## config.mk

```make
export PLATFORM = sky130hd
export DESIGN_NAME = uart_tx
export DESIGN_NICKNAME = d
export VERILOG_FILES = /design/src/rtl/uart_tx_pkg.sv /design/src/rtl/uart_tx_serializer.sv /design/src/rtl/uart_tx.sv
export SDC_FILE = /design/constraint.sdc
export NUM_CORES = 1
export LEC_CHECK = 0
export ABC_AREA = 1
export ABC_CLOCK_PERIOD_IN_PS = 2200
export CORE_ASPECT_RATIO = 1.25
export CORE_MARGIN = 4
export CORE_UTILIZATION = 53
export DETAILED_ROUTE_END_ITERATION = 16
export PLACE_DENSITY = 0.75
export SYNTH_ARGS = -nofsm -noshare
export SYNTH_HDL_FRONTEND = slang
export SYNTH_SLANG_ARGS = --single-unit
export TNS_END_PERCENT = 1
```

## constraint.sdc

```tcl
create_clock -name clk -period 2.2 [get_ports clk]
set_input_delay 0.33 -clock clk [delete_from_list [all_inputs] [get_ports clk]]
set_output_delay 0.33 -clock clk [all_outputs]
set_load 0.05 [all_outputs]
```

## src/rtl/uart_tx_pkg.sv

```systemverilog
// Shared definitions for the UART transmitter: line levels, FSM state encodings
// (identical to the receiver's) and the prescale counter width.
package uart_tx_pkg;

  typedef enum logic [2:0] {
    ST_IDLE  = 3'd0,
    ST_START = 3'd1,
    ST_DATA  = 3'd2,
    ST_PAR   = 3'd3,
    ST_STOP  = 3'd4
  } tx_state_e;

  localparam int   PRESCALE_W = 5;
  localparam logic LINE_START = 1'b0;
  localparam logic LINE_STOP  = 1'b1;

endpackage

```

## src/rtl/uart_tx_serializer.sv

```systemverilog
// Load/shift register for one UART frame payload: emits data LSB first,
// tracks the bit index and holds the parity bit computed at load time.
module uart_tx_serializer
  import uart_tx_pkg::*;
#(
  parameter int DATA_WIDTH = 8
) (
  input  logic                  clk,
  input  logic                  rst,
  input  logic                  load,
  input  logic                  shift_en,
  input  logic [DATA_WIDTH-1:0] din,
  input  logic                  par_typ,
  output logic                  ser_bit,
  output logic                  parity_bit,
  output logic                  last_bit
);

  localparam int BIT_W = (DATA_WIDTH > 1) ? $clog2(DATA_WIDTH) : 1;
  localparam logic [BIT_W-1:0] LAST_IDX = BIT_W'(DATA_WIDTH - 1);

  logic [DATA_WIDTH-1:0] shreg_d, shreg_q;
  logic                  parity_d, parity_q;
  logic [BIT_W-1:0]      bit_idx_d, bit_idx_q;

  always_comb begin
    shreg_d   = shreg_q;
    parity_d  = parity_q;
    bit_idx_d = bit_idx_q;
    if (load) begin
      shreg_d   = din;
      parity_d  = (^din) ^ par_typ;
      bit_idx_d = '0;
    end else if (shift_en) begin
      shreg_d = shreg_q >> 1;
      // Saturate at the last index so the counter can never wrap back into bit 0.
      if (bit_idx_q != LAST_IDX) begin
        bit_idx_d = bit_idx_q + BIT_W'(1);
      end
    end
  end

  always_ff @(posedge clk) begin
    shreg_q  <= shreg_d;
    parity_q <= parity_d;
    if (!rst) begin
      bit_idx_q <= '0;
    end else begin
      bit_idx_q <= bit_idx_d;
    end
  end

  assign ser_bit    = shreg_q[0];
  assign parity_bit = parity_q;
  assign last_bit   = (bit_idx_q == LAST_IDX);

endmodule

```

## src/rtl/uart_tx.sv

```systemverilog
// UART transmitter: accepts a byte with parity config and sends
// start, data (LSB first), optional parity and stop, each held prescale clocks.
module uart_tx
  import uart_tx_pkg::*;
#(
  parameter int   DATA_WIDTH = 8,
  parameter logic START_BIT  = LINE_START,
  parameter logic STOP_BIT   = LINE_STOP
) (
  input  logic                  clk,
  input  logic                  rst,
  input  logic [DATA_WIDTH-1:0] P_DATA,
  input  logic                  Data_Valid,
  input  logic                  PAR_EN,
  input  logic                  PAR_TYP,
  input  logic [PRESCALE_W-1:0] prescale,
  output logic                  TX_OUT,
  output logic                  busy
);

  function automatic logic [PRESCALE_W-1:0] norm_prescale(input logic [PRESCALE_W-1:0] ps);
    return (ps == '0) ? PRESCALE_W'(1) : ps;
  endfunction

  tx_state_e             state_d, state_q;
  logic [PRESCALE_W-1:0] tick_d, tick_q;
  logic [PRESCALE_W-1:0] prescale_d, prescale_q;
  logic                  par_en_d, par_en_q;
  logic                  tx_out_d, tx_out_q;
  logic                  busy_d, busy_q;

  logic load;
  logic shift_en;
  logic tick_last;
  logic ser_bit;
  logic parity_bit;
  logic last_bit;

  uart_tx_serializer #(
    .DATA_WIDTH (DATA_WIDTH)
  ) u_serializer (
    .clk        (clk),
    .rst        (rst),
    .load       (load),
    .shift_en   (shift_en),
    .din        (P_DATA),
    .par_typ    (PAR_TYP),
    .ser_bit    (ser_bit),
    .parity_bit (parity_bit),
    .last_bit   (last_bit)
  );

  assign tick_last = (tick_q == (prescale_q - PRESCALE_W'(1)));

  always_comb begin
    state_d    = state_q;
    tick_d     = tick_q;
    prescale_d = prescale_q;
    par_en_d   = par_en_q;
    load       = 1'b0;
    shift_en   = 1'b0;

    if (state_q == ST_IDLE) begin
      tick_d = '0;
      if (Data_Valid) begin
        load       = 1'b1;
        prescale_d = norm_prescale(prescale);
        par_en_d   = PAR_EN;
        state_d    = ST_START;
      end
    end else begin
      tick_d = tick_last ? '0 : tick_q + PRESCALE_W'(1);
      if (tick_last) begin
        case (state_q)
          ST_START: state_d = ST_DATA;
          ST_DATA: begin
            shift_en = 1'b1;
            if (last_bit) begin
              state_d = par_en_q ? ST_PAR : ST_STOP;
            end
          end
          ST_PAR:  state_d = ST_STOP;
          default: state_d = ST_IDLE;
        endcase
      end
    end
  end

  // Line and busy are registered from the current state, so the start bit
  // appears one edge after the accept edge.
  always_comb begin
    tx_out_d = STOP_BIT;
    busy_d   = 1'b1;
    case (state_q)
      ST_IDLE: begin
        tx_out_d = STOP_BIT;
        busy_d   = 1'b0;
      end
      ST_START: tx_out_d = START_BIT;
      ST_DATA:  tx_out_d = ser_bit;
      ST_PAR:   tx_out_d = parity_bit;
      default:  tx_out_d = STOP_BIT;
    endcase
  end

  always_ff @(posedge clk) begin
    if (!rst) begin
      state_q  <= ST_IDLE;
      tick_q   <= '0;
      tx_out_q <= STOP_BIT;
      busy_q   <= 1'b0;
    end else begin
      state_q  <= state_d;
      tick_q   <= tick_d;
      tx_out_q <= tx_out_d;
      busy_q   <= busy_d;
    end
    prescale_q <= prescale_d;
    par_en_q   <= par_en_d;
  end

  assign TX_OUT = tx_out_q;
  assign busy   = busy_q;

endmodule
```

* Word level (Yosys, flattened, before mapping)
Index checks and enable logic that the tools add are counted.
** Operators by class
- $add $sub $neg :: 3
- Eq/ne operators :: 8
- Multiplexer cells :: 15
- Bitwise operators :: 2
- Reduce and logical (&&, ||, !) cells :: 10
** Operators with widths (count)
- $mux W8 :: 2
- $mux W3 :: 5
- $pmux W3 S3 :: 1
- $reduce_xor A8 Y1 :: 1
- $eq A3 B2 Y1 const B :: 2
- $mux W1 :: 6
- $ne A3 B3 Y1 const B :: 2
- $add A5 B1 Y5 const B :: 1
- $eq A5 B5 Y1 :: 1
- $logic_not A5 Y1 :: 1
- $sub A5 B1 Y5 const B :: 1
- $reduce_and A2 Y1 :: 2
- $reduce_bool A2 Y1 :: 2
- $add A3 B1 Y3 const B :: 1
- $eq A3 B1 Y1 const B :: 1
- $eq A3 B3 Y1 const B :: 1
- $logic_not A3 Y1 :: 1
- $pmux W1 S3 :: 1
- $reduce_and A3 Y1 :: 1
- $reduce_or A3 Y1 :: 1
- $ne A2 B2 Y1 const B :: 1
- $reduce_or A2 Y1 :: 1
- $not A1 Y1 :: 1
- $xor A1 B1 Y1 :: 1
** Storage, ports and cells
- Flip-flop bits (word level) :: 28
- Input bits :: 18
- Word-level logic and storage cells :: 47

* Longest topological paths before layout
- Word-level depth :: 6
- Gate-level depth with buffers :: 14
- Mapped depth without buffers :: 14

* Cells and area by module
A second synthesis with hierarchy kept.
** Unflattened totals
- Cell total of the unflattened synthesis :: 198
- Area total of the unflattened synthesis :: 1510.2 µm²
** Modules (own cells, without submodules)
- uart_tx :: times used 1, cells each 121, area an instance 872.1 µm²
- uart_tx_serializer :: times used 1, cells each 77, area an instance 638.1 µm²

* Worst setup path after synthesis
OpenSTA, ideal clock, no wires.
- Path type :: register to register
- From :: register prescale_q[0]
- To :: register u_serializer.shreg_q[0] (enable)
- Setup time :: 0.374 ns
- Arrival :: 1.591 ns
- Data required time :: 1.826 ns
- Slack :: 0.235 ns
- Cell stages (with the launch flop) :: 10
- Buffers on the path :: 0
- Cell sequence :: edfxtp_1 inv_2 ha_1 nand2_1 nand2_1 nor2_1 nand2_2 nor2_4 nand2_1 o21ai_1
** On the way
- Word-level cells in the longest chain between the ends :: 5
** RTL lines
- start, declared :: line uart_tx.sv:27 : logic [PRESCALE_W-1:0] prescale_d, prescale_q;
- start signal, assigned :: line uart_tx.sv:118 : prescale_q <= prescale_d;
- $sub A5 B1 Y5 :: line uart_tx.sv:53 : assign tick_last = (tick_q == (prescale_q - PRESCALE_W'(1)));
- $eq A5 B5 Y1 :: line uart_tx.sv:53
- $mux W1 :: line uart_tx.sv:73 : if (tick_last) begin
- $mux W1 :: line uart_tx.sv:63 : if (state_q == ST_IDLE) begin
- $reduce_bool A2 Y1 (no source line)
- end signal, assigned :: line uart_tx_serializer.sv:44 : shreg_q <= shreg_d;
- end, declared :: line uart_tx_serializer.sv:22 : logic [DATA_WIDTH-1:0] shreg_d, shreg_q;
Every way passes these cells.
A chain may end at the register's enable or synchronous reset.

* Worst setup path in the final report
- From :: register prescale_q[0]
- To :: register u_serializer.shreg_q[3] (enable)
Same word-level chain as after synthesis.

==> report_table.html <==
<table>
<tr><th>Metric</th><th>Value</th></tr>
<tr><th colspan="2">CTS</th></tr>
<tr><td>Htree depth</td><td>1</td></tr>
<tr><td>CTS tree</td><td>done</td></tr>
<tr><td>Clock insertion delay at the later pin of the skew report</td><td>320 ps</td></tr>
<tr><td>Post-CTS Resized</td><td>0</td></tr>
<tr><td>Clock sink total</td><td>28</td></tr>
<tr><td>Setup bufs post-CTS</td><td>0</td></tr>
<tr><td>Clock Tree Root</td><td>clkbuf_4</td></tr>
<tr><td>Number of buffers inserted during clock tree synthesis</td><td>3</td></tr>
<tr><td>Clk buf depth</td><td>2</td></tr>
<tr><td>Clk slew on worst S/H paths</td><td>150 ps</td></tr>
<tr><td># hold bufs at CTS</td><td>0</td></tr>
<tr><th colspan="2">Power</th></tr>
<tr><td>LEAKAGE</td><td>0.7395 nW</td></tr>
<tr><td>Power per standard cell area</td><td>1120 nW/um2</td></tr>
<tr><td>Worst IR drop on VDD</td><td>slightly above 0.6 mV</td></tr>
<tr><th colspan="2">Setup path</th></tr>
<tr><td>WP data arrival</td><td>1950 ps</td></tr>
<tr><td>Kind of capture point of the worst setup path</td><td>flop</td></tr>
<tr><td>Launch point of the critical path</td><td>prescale_q[0]</td></tr>
<tr><td>Slowest cell on the critical path</td><td>edfxtp_1</td></tr>
<tr><td>Worst setup path category</td><td>flop to flop</td></tr>
<tr><td>Cell-by-cell listing of the critical path</td><td>inv_2, ha_1, nand2_1, nand2_1, nor2_1, nand2_2, nor2_4, nand2_1, o21ai_1, buf_4</td></tr>
<tr><td>Cell repeated most along the worst path</td><td>nand2_1</td></tr>
<tr><td>Crit-path max FO</td><td>8</td></tr>
<tr><td>Required @ worst endpoint</td><td>about 2300 ps</td></tr>
<tr><td>Maximum single-stage delay on the critical path</td><td>460 ps</td></tr>
<tr><td>Worst reg2reg path startpoint</td><td>prescale_q[0]</td></tr>
<tr><td>Worst setup SP type</td><td>flop</td></tr>
<tr><th colspan="2">Global routing</th></tr>
<tr><td>Pin count of the biggest net entering global routing</td><td>16</td></tr>
<tr><td>Via count of the first global-routing pass</td><td>1159</td></tr>
<tr><td>Global routing usage on met3</td><td>under 10%</td></tr>
<tr><td>Number of antenna violations at the first check in global routing</td><td>0</td></tr>
<tr><td>Most congested layer reported by global routing</td><td>met2</td></tr>
<tr><td>Fraction of met1 tracks used by global routing</td><td>17.45%</td></tr>
<tr><td>First-pass GRT wire length</td><td>4422 um</td></tr>
<tr><td>Overflow left after global routing</td><td>0</td></tr>
<tr><td>GRT met2 Usage</td><td>30.47%</td></tr>
<tr><td>Total routing usage reported by global routing</td><td>15.97%</td></tr>
<tr><th colspan="2">Synth</th></tr>
<tr><td>Dominant combinational cell family by area after synthesis</td><td>simple AND/OR/NAND/NOR gates</td></tr>
<tr><td>Cell area after synthesis</td><td>1460 um2</td></tr>
<tr><td>Warning count from the yosys run</td><td>0</td></tr>
<tr><td>Number of enable-type register cells in the synthesized netlist</td><td>15</td></tr>
<tr><td>Yosys reg bits</td><td>28</td></tr>
<tr><td>Nets in the synthesized netlist</td><td>202</td></tr>
<tr><td>Library cell with the largest summed area after synthesis</td><td>edfxtp_1</td></tr>
<tr><td>Multiplexer fraction of the synthesized cell area</td><td>0%</td></tr>
<tr><td>Leading register cell type out of synthesis</td><td>edfxtp_1</td></tr>
<tr><td>Synth top cells by count</td><td>nand2_1 (56), inv_1 (16), edfxtp_1 (15), nor2_1 (15), dfxtp_1 (13)</td></tr>
<tr><td>Xor and xnor area share after synthesis</td><td>5.998%</td></tr>
<tr><td>Area share of the largest cell type after synthesis</td><td>30.85%</td></tr>
<tr><td>Library cells used by synthesis</td><td>24</td></tr>
<tr><td>Synthesized-area fraction occupied by ao, oa, aoi and oai cells</td><td>4.970%</td></tr>
<tr><td>Synth area leaders</td><td>edfxtp_1 (31%), dfxtp_1 (18%), nand2_1 (14%), inv_1 (4.1%), nor2_1 (3.9%)</td></tr>
<tr><td>Async S/R FF share, synth</td><td>0%</td></tr>
<tr><td>Gate count of the mapped netlist</td><td>180</td></tr>
<tr><td>Simple-Gate Fraction of Synth Area</td><td>roughly 29%</td></tr>
<tr><td>Fraction of the yosys area taken by sequential cells</td><td>48.67%</td></tr>
<tr><td>Mean post-synth cell area</td><td>between 8 and 9 um2</td></tr>
<tr><td>Most frequent cell after synthesis</td><td>nand2_1</td></tr>
<tr><td>Adder and majority gate portion of the synthesized area</td><td>3.428%</td></tr>
<tr><th colspan="2">STA</th></tr>
<tr><td>RSZ-0062 raised after global routing</td><td>false</td></tr>
<tr><td>Post-route minimum period</td><td>1898 ps</td></tr>
<tr><td>Highest Clock Rate</td><td>around 530 MHz</td></tr>
<tr><td>Final count of hold timing violations</td><td>0</td></tr>
<tr><td>Ratio of final minimum period to clock period</td><td>between 80% and 90%</td></tr>
<tr><td>Relative slew margins</td><td>67.42%</td></tr>
<tr><td>Tightest Pin Transition</td><td>487.2 ps</td></tr>
<tr><td>Total Neg Setup Slack</td><td>0 ps</td></tr>
<tr><td>Clock Skew</td><td>6.889 ps</td></tr>
<tr><td>Final-report setup violation count</td><td>0</td></tr>
<tr><td>Final Max Tran Viols</td><td>0</td></tr>
<tr><td>PnR worst setup slack</td><td>302.5 ps</td></tr>
<tr><th colspan="2">Placement</th></tr>
<tr><td>Global placer's final weighted congestion</td><td>0.8156</td></tr>
<tr><td>HPWL Detailed</td><td>approximately 2100 um</td></tr>
<tr><td>Pre-CTS worst setup slack</td><td>337.4 ps</td></tr>
<tr><td>Number of I/O port buffers</td><td>19</td></tr>
<tr><th colspan="2">Drt</th></tr>
<tr><td>Detailed Route Iter0 Violations</td><td>41</td></tr>
<tr><td>Total length of routed wires</td><td>roughly 2600 um</td></tr>
<tr><td>Total number of vias</td><td>1152</td></tr>
<tr><td>Number of detailed-routing iterations run before antenna repair</td><td>4</td></tr>
<tr><td># DRC</td><td>0</td></tr>
<tr><td>Number of nets with antenna violations after detailed routing</td><td>0</td></tr>
<tr><td>Via count normalized by instance count</td><td>4.944</td></tr>
<tr><td>Routed wirelength normalized by instance count</td><td>11.06 um</td></tr>
<tr><th colspan="2">Cells and area</th></tr>
<tr><td>Multi-input combinational cell area</td><td>between 600 and 700 um2</td></tr>
<tr><td>ANT cells</td><td>0</td></tr>
<tr><td>Core Util, Final</td><td>64.69%</td></tr>
<tr><td>Share of layout cells above drive strength 1</td><td>14.07%</td></tr>
<tr><td>Layout overhead on the synthesized area</td><td>17.57%</td></tr>
<tr><td>Filler cell count</td><td>224</td></tr>
<tr><td>Final #Nets</td><td>222</td></tr>
<tr><td>Total area of sequential cells</td><td>710.7 um2</td></tr>
<tr><th colspan="2">Job</th></tr>
<tr><td>Max-cap violations</td><td>0</td></tr>
<tr><th colspan="2">Worst hold path</th></tr>
<tr><td>Worst hold-check path type</td><td>flop to flop</td></tr>
<tr><td>Critical hold path startpoint</td><td>u_serializer.bit_idx_q[2]</td></tr>
<tr><th colspan="2">Floorplanning</th></tr>
<tr><td>Area of the core</td><td>2654 um2</td></tr>
<tr><td>Die outline width</td><td>54.95 um</td></tr>
<tr><td>Ports</td><td>20</td></tr>
<tr><td>Starting density of the core</td><td>55.02%</td></tr>
<tr><td>Height of the die</td><td>66.69 um</td></tr>
<tr><td>Number of placement rows</td><td>21</td></tr>
<tr><td>Area of the die</td><td>3664 um2</td></tr>
<tr><th colspan="2">Outcome</th></tr>
<tr><td>Run status</td><td>completed</td></tr>
</table>
-- metrics by stage --
stage | total power, mW | area [um2] | hold WS [ps] | std cells
after floorplan | 1.475 | 1460 | 427.5 | 180
after global placement | 1.649 | 1680 | 436.4 | 229
after detailed placement | 1.686 | 1680 | 444.9 | 229
after CTS | 1.928 | 1717 | 462.1 | 233
after global routing | 2.075 | 1717 | 499.6 | 233
final | 1.923 | 1717 | 465.0 | 233
-- cells by family after synthesis --
logic type,count (synthesis)
buf+inv,31
compound gates,13
simple gates,94
xor+xnor,10
flops,28
fa+ha+maj,4
-- metal layers --
metal / share of wire (%) / vias to the layer above
li1: - / 598
met1: 42 / 534
met2: 54 / 20
met3: 3.9 / 0
met4: 0 / 0
met5: 0 / -
-- critical path: cells and delay by family (launching register included) --
family / cells / cell delay [ps]
AOI/OAI and AO/OA: 1 / 150
buffers and inverters: 2 / 280
DFF: 1 / 460
and+or+nand+nor: 6 / 490
adders and majority gates: 1 / 240
-- flip-flops by register name, summed over array words and instances, names as in the netlist --
| name | cells |
|---|---|
| tick_q | 5 |
| par_en_q | 1 |
| u_serializer.bit_idx_q | 3 |
| prescale_q | 5 |
| u_serializer.shreg_q | 8 |
| u_serializer.parity_bit | 1 |
| TX_OUT | 1 |
| state_q | 3 |
| busy | 1 |
-- report_power, final --
part,switching (mW),total [mW],internal [mW]
logic,0.536,0.809,0.273
registers,0.0886,0.865,0.777
clock network,0.148,0.249,0.101
-- cells in the final DEF (no fill, tap or decap) --
| cell | Yosys | routed |
|---|---|---|
| a21oi_1 | 7 | 7 |
| a221oi_1 | 1 | 1 |
| buf_4 | 0 | 1 |
| clkbuf_4 | 0 | 3 |
| clkbuf_8 | 0 | 1 |
| clkdlybuf4s50_1 | 0 | 19 |
| clkinv_1 | 1 | 1 |
| dfxtp_1 | 13 | 13 |
| edfxtp_1 | 15 | 15 |
| ha_1 | 4 | 4 |
| inv_1 | 16 | 16 |
| inv_2 | 9 | 9 |
| nand2_1 | 56 | 56 |
| nand2_2 | 5 | 5 |
| nand3_1 | 7 | 7 |
| nand3_2 | 2 | 2 |
| nor2_1 | 15 | 15 |
| nor2_2 | 2 | 2 |
| nor2_4 | 3 | 3 |
| nor3_1 | 2 | 2 |
| o21ai_0 | 1 | 1 |
| o21ai_1 | 3 | 3 |
| o41ai_1 | 1 | 1 |
| or2_2 | 2 | 2 |
| xnor2_1 | 4 | 4 |
| xor2_1 | 6 | 6 |
-- final timing paths --
path                            slack (ps)                        end  cells past startpoint
worst max-delay path                   300    u_serializer.shreg_q[3]                     10
worst min-delay path                   460  u_serializer.bit_idx_q[2]                      2
worst max register to register         300    u_serializer.shreg_q[3]                     10
worst min register to register         460  u_serializer.bit_idx_q[2]                      2
-- layout make-up --
| type | count | area share, % |
|---|---|---|
| clock buffer | 4 | 2.114 |
| inverter | 26 | 5.685 |
| multi-input combinational | 121 | 36.81 |
| sequential | 28 | 41.40 |
| tap | 34 | 2.478 |
| timing repair buffer | 20 | 11.52 |
(Power assumes the default switching activity.)
